==> config.mk <==
export PLATFORM = sky130hd
export DESIGN_NAME = intc_err_req
export DESIGN_NICKNAME = d
export VERILOG_FILES = /design/src/rtl/intc_err_pkg.sv /design/src/rtl/intc_err_prio.sv /design/src/rtl/intc_err_req.sv
export SDC_FILE = /design/constraint.sdc
export NUM_CORES = 1
export LEC_CHECK = 0
export BUFFER_PORTS_ARGS = -buffer_cell sky130_fd_sc_hd__buf_2
export CAP_MARGIN = 10
export CORE_ASPECT_RATIO = 1.25
export CORE_MARGIN = 4
export CORE_UTILIZATION = 28
export CTS_CLUSTER_DIAMETER = 60
export DETAILED_ROUTE_END_ITERATION = 10
export PLACE_DENSITY_LB_ADDON = 0.3
export REMOVE_ABC_BUFFERS = 1
export SYNTH_ARGS = -nofsm -noshare
export SYNTH_HDL_FRONTEND = slang
export SYNTH_SLANG_ARGS = --single-unit
==> constraint.sdc <==
create_clock -name clk -period 2 [get_ports clk]
set_input_delay 0 -clock clk [delete_from_list [all_inputs] [get_ports clk]]
set_output_delay 0 -clock clk [all_outputs]
set_load 0.01 [all_outputs]
==> src/rtl/intc_err_pkg.sv <==
// Shared types and sizes for the error-interrupt request/acknowledge path.
package intc_err_pkg;

    localparam int NUM_ERR  = 8;
    localparam int ERR_ID_W = 3;
    localparam int CNT_W    = 8;

    typedef enum logic [1:0] {
        IDLE = 2'd0,
        REQ  = 2'd1,
        SRV  = 2'd2
    } err_state_e;

endpackage

==> src/rtl/intc_err_prio.sv <==
// Lowest-index-wins priority encoder; valid is high when any request bit is set.
module intc_err_prio
    import intc_err_pkg::*;
(
    input  logic [NUM_ERR-1:0]  req,
    output logic [ERR_ID_W-1:0] id,
    output logic                valid
);

    always_comb begin
        id    = '0;
        valid = |req;
        // Scan downwards so the lowest set index is the last assignment.
        for (int i = NUM_ERR - 1; i >= 0; i--) begin
            if (req[i]) begin
                id = ERR_ID_W'(i);
            end
        end
    end

endmodule

==> src/rtl/intc_err_req.sv <==
// Error-interrupt sequencer: picks the highest-priority pending source, requests the CPU,
// and turns CPU acceptance into a one-cycle acknowledge pulse for the capture stage.
module intc_err_req
    import intc_err_pkg::*;
#(
    parameter logic [7:0] VEC_BASE  = 8'h40,
    parameter logic [3:0] ERR_LEVEL = 4'hF,
    parameter int         ACK_TMO   = 255
) (
    input  logic                clk,
    input  logic                rst_n,
    input  logic                in_intreq_err_i,
    input  logic [NUM_ERR-1:0]  in_eirq_i,
    output logic                cpu_intreq_o,
    output logic [3:0]          cpu_level_o,
    output logic [7:0]          cpu_vec_o,
    input  logic                cpu_ack_i,
    output logic                cp_intack_err_o,
    output logic                err_srv_o,
    output logic [ERR_ID_W-1:0] err_srv_id_o,
    output logic                tmo_o,
    input  logic                tmo_clr_i
);

    localparam logic [CNT_W-1:0] TMO_LAST = CNT_W'(ACK_TMO - 1);

    err_state_e          state_reg, state_next;
    logic [ERR_ID_W-1:0] id_reg, id_next;
    logic [CNT_W-1:0]    cnt_reg, cnt_next;
    logic                pulse_next;
    logic                tmo_set;
    logic [ERR_ID_W-1:0] arb_id;
    logic                arb_valid;
    logic                id_pending;

    intc_err_prio u_prio (
        .req   (in_eirq_i),
        .id    (arb_id),
        .valid (arb_valid)
    );

    assign id_pending = in_eirq_i[id_reg];

    always_comb begin
        state_next = state_reg;
        id_next    = id_reg;
        cnt_next   = cnt_reg;
        pulse_next = 1'b0;
        tmo_set    = 1'b0;
        case (state_reg)
            IDLE: begin
                if (in_intreq_err_i && arb_valid) begin
                    state_next = REQ;
                    id_next    = arb_id;
                    cnt_next   = '0;
                end
            end
            REQ: begin
                // Counter stops at ACK_TMO at most, so it never wraps.
                cnt_next = cnt_reg + 1'b1;
                if (cpu_ack_i) begin
                    state_next = SRV;
                    pulse_next = 1'b1;
                end else if (!id_pending) begin
                    state_next = IDLE;
                end else if (cnt_reg == TMO_LAST) begin
                    state_next = IDLE;
                    tmo_set    = 1'b1;
                end
            end
            SRV: begin
                if (!id_pending) begin
                    state_next = IDLE;
                end
            end
            default: state_next = IDLE;
        endcase
    end

    always_ff @(posedge clk or negedge rst_n) begin
        if (!rst_n) begin
            state_reg <= IDLE;
            id_reg    <= '0;
            cnt_reg   <= '0;
        end else begin
            state_reg <= state_next;
            id_reg    <= id_next;
            cnt_reg   <= cnt_next;
        end
    end

    // Outputs are registered from the next-state decode so they align with the state.
    always_ff @(posedge clk or negedge rst_n) begin
        if (!rst_n) begin
            cpu_intreq_o    <= 1'b0;
            cpu_level_o     <= '0;
            cpu_vec_o       <= '0;
            cp_intack_err_o <= 1'b0;
            err_srv_o       <= 1'b0;
            err_srv_id_o    <= '0;
            tmo_o           <= 1'b0;
        end else begin
            cpu_intreq_o    <= (state_next == REQ);
            cpu_level_o     <= (state_next == REQ) ? ERR_LEVEL : 4'h0;
            cpu_vec_o       <= (state_next == REQ) ? VEC_BASE + {5'b0, id_next} : 8'h00;
            cp_intack_err_o <= pulse_next;
            err_srv_o       <= (state_next == SRV);
            err_srv_id_o    <= id_next;
            if (tmo_set) begin
                tmo_o <= 1'b1;
            end else if (tmo_clr_i) begin
                tmo_o <= 1'b0;
            end
        end
    end

endmodule

Word level (Yosys, flattened, before mapping)
Index checks and enable logic that the tools add are counted.
- flip-flop bits (word level): 29
- output and inout port bits: 19
- word-level logic and storage cells: 54
- $add $sub $neg: 2
- $lt $le $gt $ge: 1
- equality and inequality tests: 6
- multiplexer cells: 30
- reductions and logical operators: 6
- operators with widths (operator ; count):
    two-way mux 3 bit ; 10
    two-way mux 8 bit ; 2
    case mux 8 bit (2 select lines) ; 1
    two-way mux 2 bit ; 5
    two-way mux 1 bit ; 9
    adder 7 x 3 -> 8 bit, first input constant ; 1
    adder 8 x 1 -> 8 bit, second input constant ; 1
    == test 8 bit, second input constant ; 1
    OR reduction 8 bit ; 1
    case mux 2 bit (3 select lines) ; 1
    == test 2 x 1 -> 1 bit, second input constant ; 2
    == test 2 bit, second input constant ; 2
    less-than comparator 3 x 4 -> 1 bit, second input constant ; 1
    two-way mux 4 bit ; 1
    nonzero test 2 bit ; 2
    binary-select mux 1 bit (select 3 bit) ; 1
    logical NOT 2 bit ; 1
    inequality test 2 bit, second input constant ; 1
    AND reduction 2 bit ; 1
    logical AND 1 bit ; 1

Longest topological paths before layout
- depth after elaboration: 12
- gate-level depth with buffers: 6

Hierarchy
Synthesis repeated with hierarchy kept, for this count alone.
- cells, all modules: 106
- area, all modules: 1114.8 µm²
- by module, submodules not included (module ; instances ; cells an instance ; area an instance (µm²) ; sequential area each (µm²)):
    intc_err_req ; 1 ; 93 ; 1033.5 ; 500.5
    intc_err_prio ; 1 ; 13 ; 81.3 ; 0.0

Worst setup path after synthesis
Ideal clock, no wire load.
- path type: register to register
- start: register err_srv_id_o[0] (netlist name)
- end: register cpu_vec_o[0]
- data arrival time: 1553 ps
- data required time: 1924 ps
- setup slack: 371 ps
- stages on the path, launching flop included: 7
- clock period less this slack: 1629 ps
- cell sequence: dfrtp_1 buf_4 mux2i_1 nand3b_1 nand4_2 or4_1 o21ai_1
- RTL lines (item ; RTL line ; RTL):
    end signal, assigned ; intc_err_req.sv:105 ; cpu_vec_o <= (state_next == REQ) ? VEC_BASE + {5'b0, id_next} : 8'h00;
    end, declared ; intc_err_req.sv:16 ; output logic [7:0] cpu_vec_o,

Worst setup path after layout
- start: input port in_eirq_i[1]
- end: register cnt_reg[6]
- cells in the longest elaborated chain, start to end: 4
- RTL lines (item ; RTL line ; RTL):
    start, declared ; intc_err_req.sv:13 ; input logic [NUM_ERR-1:0] in_eirq_i,
    OR reduction 8 bit ; intc_err_prio.sv:12 ; valid = |req;
    logical AND 1 bit ; intc_err_req.sv:52 ; if (in_intreq_err_i && arb_valid) begin
    inequality test 2 bit (no source line) ; -- ;
    AND reduction 2 bit (no source line) ; -- ;
    end signal, assigned ; intc_err_req.sv:88 ; cnt_reg <= cnt_next;
    end, declared ; intc_err_req.sv:29 ; logic [CNT_W-1:0] cnt_reg, cnt_next;
Every way passes these cells.
A chain may end at the register's enable or synchronous reset.

==> results.txt <==
run status: finished clean
area of the core region: 3880 sq um
First-pass DRT Iterations: 4
final cycle utilization of the critical path: 0.869
post-route insts no fill: 194
cell internal pwr: 1.06 mW
leading cell type in the layout, fill and taps excluded: buf_2
global placement routability congestion: 0.825
reg-to-reg startpoint: err_srv_id_o[0]
final design utilization: 0.360
Max Fanout on Critical Path: 8
number of gates given a new drive strength after cts: 0
CTS Hold Buffers Added: 4
count of pins over their slew limit: 0
Sw Pwr: 0.641 mW
Final Setup Violations: 0
DRT Wirelength: 2370 um
total congestion overflow after global routing: 0
commonest cells after routing, fill and taps aside: buf_2 (27), dfrtp_1 (20), o21ai_2 (11), nand2_1 (9), nor2_1 (6)
max FFs per register: 8
Via-to-Cell Ratio: 4.76
number of global-route vias before repair: 886
slowest cell delay on critical path: 0.55 ns
flip-flop and latch count after synthesis: 20
minimum period implied by the final worst setup slack: 1.74 ns
clock tree from TritonCTS: built
path category of the worst min-delay check: input port to flop
switching part of the total power: 0.377
clock buffer count from CTS: 3
cell area after synthesis: 1160 sq um
standard-cell rows: 25
relative area change from synthesis to final layout: 20.6%
timing-limited maximum frequency: 575 MHz
number of diodes added for antenna fixing: 0
filler cell count: 418
# clock sinks: 20
wire length of the first global-routing pass: 4080 um
number of cells in the design after placement: 186
final hold viol count: 0
Logic pwr share: 0.396
via count of the routed design: 923
Crit Path Class: input port to flop
clock slew at reported path FFs: 0.07 ns
I/O pin cnt: 32
kind of capture point of the worst setup path: flop
part of the Yosys area used for sequential elements: 0.432
total track usage: 0.0989
number of design rule violations left after detail routing: 0
worst r2r dst: cpu_vec_o[0]
share of final-layout standard cells stronger than drive strength 1: 0.357
Die Span X: 65.5 um
slowest CP cell: or4_4
post-CTS setup-driven buffer insertion count: 0
critical path capture point: cnt_reg[6]
buffer depth of the longest clock path: 2
Port Buffers: 27
power density over the cells: 1220 nW/um^2
synth warn: 0
worst r2r path cells: 5
Syn Area/Cell: 10.3 sq um
leakage power summed over all cells: 0.652 nW
H-Tree Level Count: 1
Detailed Route Iter0 Violations: 67
antenna-violating nets left: 0
largest clock skew in the final design: 0.00767 ns
CP cell instances: dlygate4sd3_1, buf_2, or4_4, o21ai_4, and2_4, o21ai_2, o31ai_1
net count reported at finish: 156
Die Ht: 79.9 um
Detail Placement HPWL: 1840 um
Distinct cells, synth: 35
clock latency at the later pin of the worst-skew pair: 0.26 ns
number of antenna violations at the first check in global routing: 0
Arr. time, crit path: 1.89 ns
Critical Path Source Type: input port
post-detailed-route wirelength per cell: 12.2 um
minimum setup slack among reg-to-reg paths: 0.33 ns
max-capacitance violation count: 0
worst setup path startpoint: in_eirq_i[1]
required time of the worst setup path: 2.15 ns
effective utilization at floorplan: 0.299
portion of total power attributed to sequential cells: 0.367
clock power share: 0.238
Root Buffer: clkbuf_8
Worst IR Drop VDD: 0.333 mV
total power: 1.70 mW
total negative setup slack: 0 ns
die area: 5240 sq um
Post-Syn Instances: 113
largest net degree at the start of global routing: 21
RSZ-0062 raised after global routing: false
==> power groups by stage <==
stage	sequential, mW	combinational (mW)	clock (mW)
finish	0.624	0.674	0.404
global route	0.648	0.760	0.437
CTS	0.627	0.689	0.414
detailed placement	0.634	0.683	0
global placement	0.626	0.674	0
floorplan	0.675	0.386	0
==> cell families after synthesis <==
logic type	share of synthesized area
and+or+nand+nor	0.211
AOI/OAI and AO/OA	0.200
DFF	0.432
buffers and inverters	0.0907
muxes	0.0346
adders and majority gates	0.0216
other	0.00324
xor gates and xnor gates	0.00756
==> how the worst min path moves through the flow <==
stage / startpoint / endpoint / slack (ns) / cells past startpoint
3_3_place_gp: rst_n / tmo_o / -0.03 / 1
5_1_grt: tmo_clr_i / tmo_o / 0.03 / 3
3_5_place_dp: rst_n / tmo_o / -0.03 / 1
4_1_cts: tmo_clr_i / tmo_o / 0.03 / 3
6_report: tmo_clr_i / tmo_o / 0.03 / 3
2_1_floorplan: rst_n / cnt_reg[0] / -0.30 / 0
==> routing by layer <==
| layer | global-route usage | vias to the layer above | share of wire |
|---|---|---|---|
| li1 | - | 445 | - |
| met1 | 0.116 | 445 | 0.42 |
| met2 | 0.174 | 31 | 0.52 |
| met3 | 0.0282 | 2 | 0.056 |
| met4 | 0.0249 | 0 | 0.0034 |
| met5 | 0 | - | 0 |
==> final cells by class <==
cell class / instances / area [sq um] / share of cell area
tap: 54 / 67.6 / 0.0483
inverter: 3 / 11.3 / 0.00806
clock buffer: 3 / 41.3 / 0.0295
clock inverter: 1 / 30.0 / 0.0215
sequential: 20 / 500 / 0.358
multi-input combinational: 81 / 564 / 0.404
timing repair buffer: 32 / 183 / 0.131
==> cells in the mapped netlist <==
cell      count  area, sq um
dfrtp_1      20          500
o21ai_2      11         96.3
buf_4        10         75.1
nand2_1       9         33.8
nor2_1        6         22.5
and2_1        5         31.3
nand3_1       5         25.0
a21oi_1       4         20.0
mux2i_1       4         40.0
inv_1         3         11.3
nor3_1        3         15.0
o21bai_1      3         22.5
ha_1          2         25.0
nand2b_1      2         12.5
nand3b_1      2         15.0
nor2b_1       2         12.5
o31ai_1       2         15.0
o41ai_1       2         17.5
or4_4         2         22.5
a22o_1        1         8.76
a41oi_1       1         8.76
and2_4        1         8.76
and3_1        1         6.26
buf_1         1         3.75
buf_8         1         15.0
conb_1        1         3.75
nand4_1       1         6.26
nand4_2       1         12.5
nor3b_2       1         12.5
o21ai_0       1         5.00
o21ai_1       1         5.00
o21ai_4       1         16.3
o41ai_2       1         16.3
or4_1         1         7.51
xor2_1        1         8.76
==> critical path, delay by kind of cell <==
kind / cells / cell delay, ns
AOI/OAI and AO/OA: 3 / 0.40
buffers and inverters: 2 / 0.66
and+or+nand+nor: 2 / 0.82
==> metrics by stage <==
step | hold WS, ns | setup WS [ns] | area, sq um
3_3_place_gp | -0.0283 | 0.403 | 1290
4_1_cts | 0.0260 | 0.252 | 1400
2_1_floorplan | -0.296 | 0.417 | 1080
3_5_place_dp | -0.0288 | 0.354 | 1290
6_report | 0.0273 | 0.261 | 1400
5_1_grt | 0.0344 | 0.186 | 1400
Note: power is estimated with default switching activity, not from simulation.
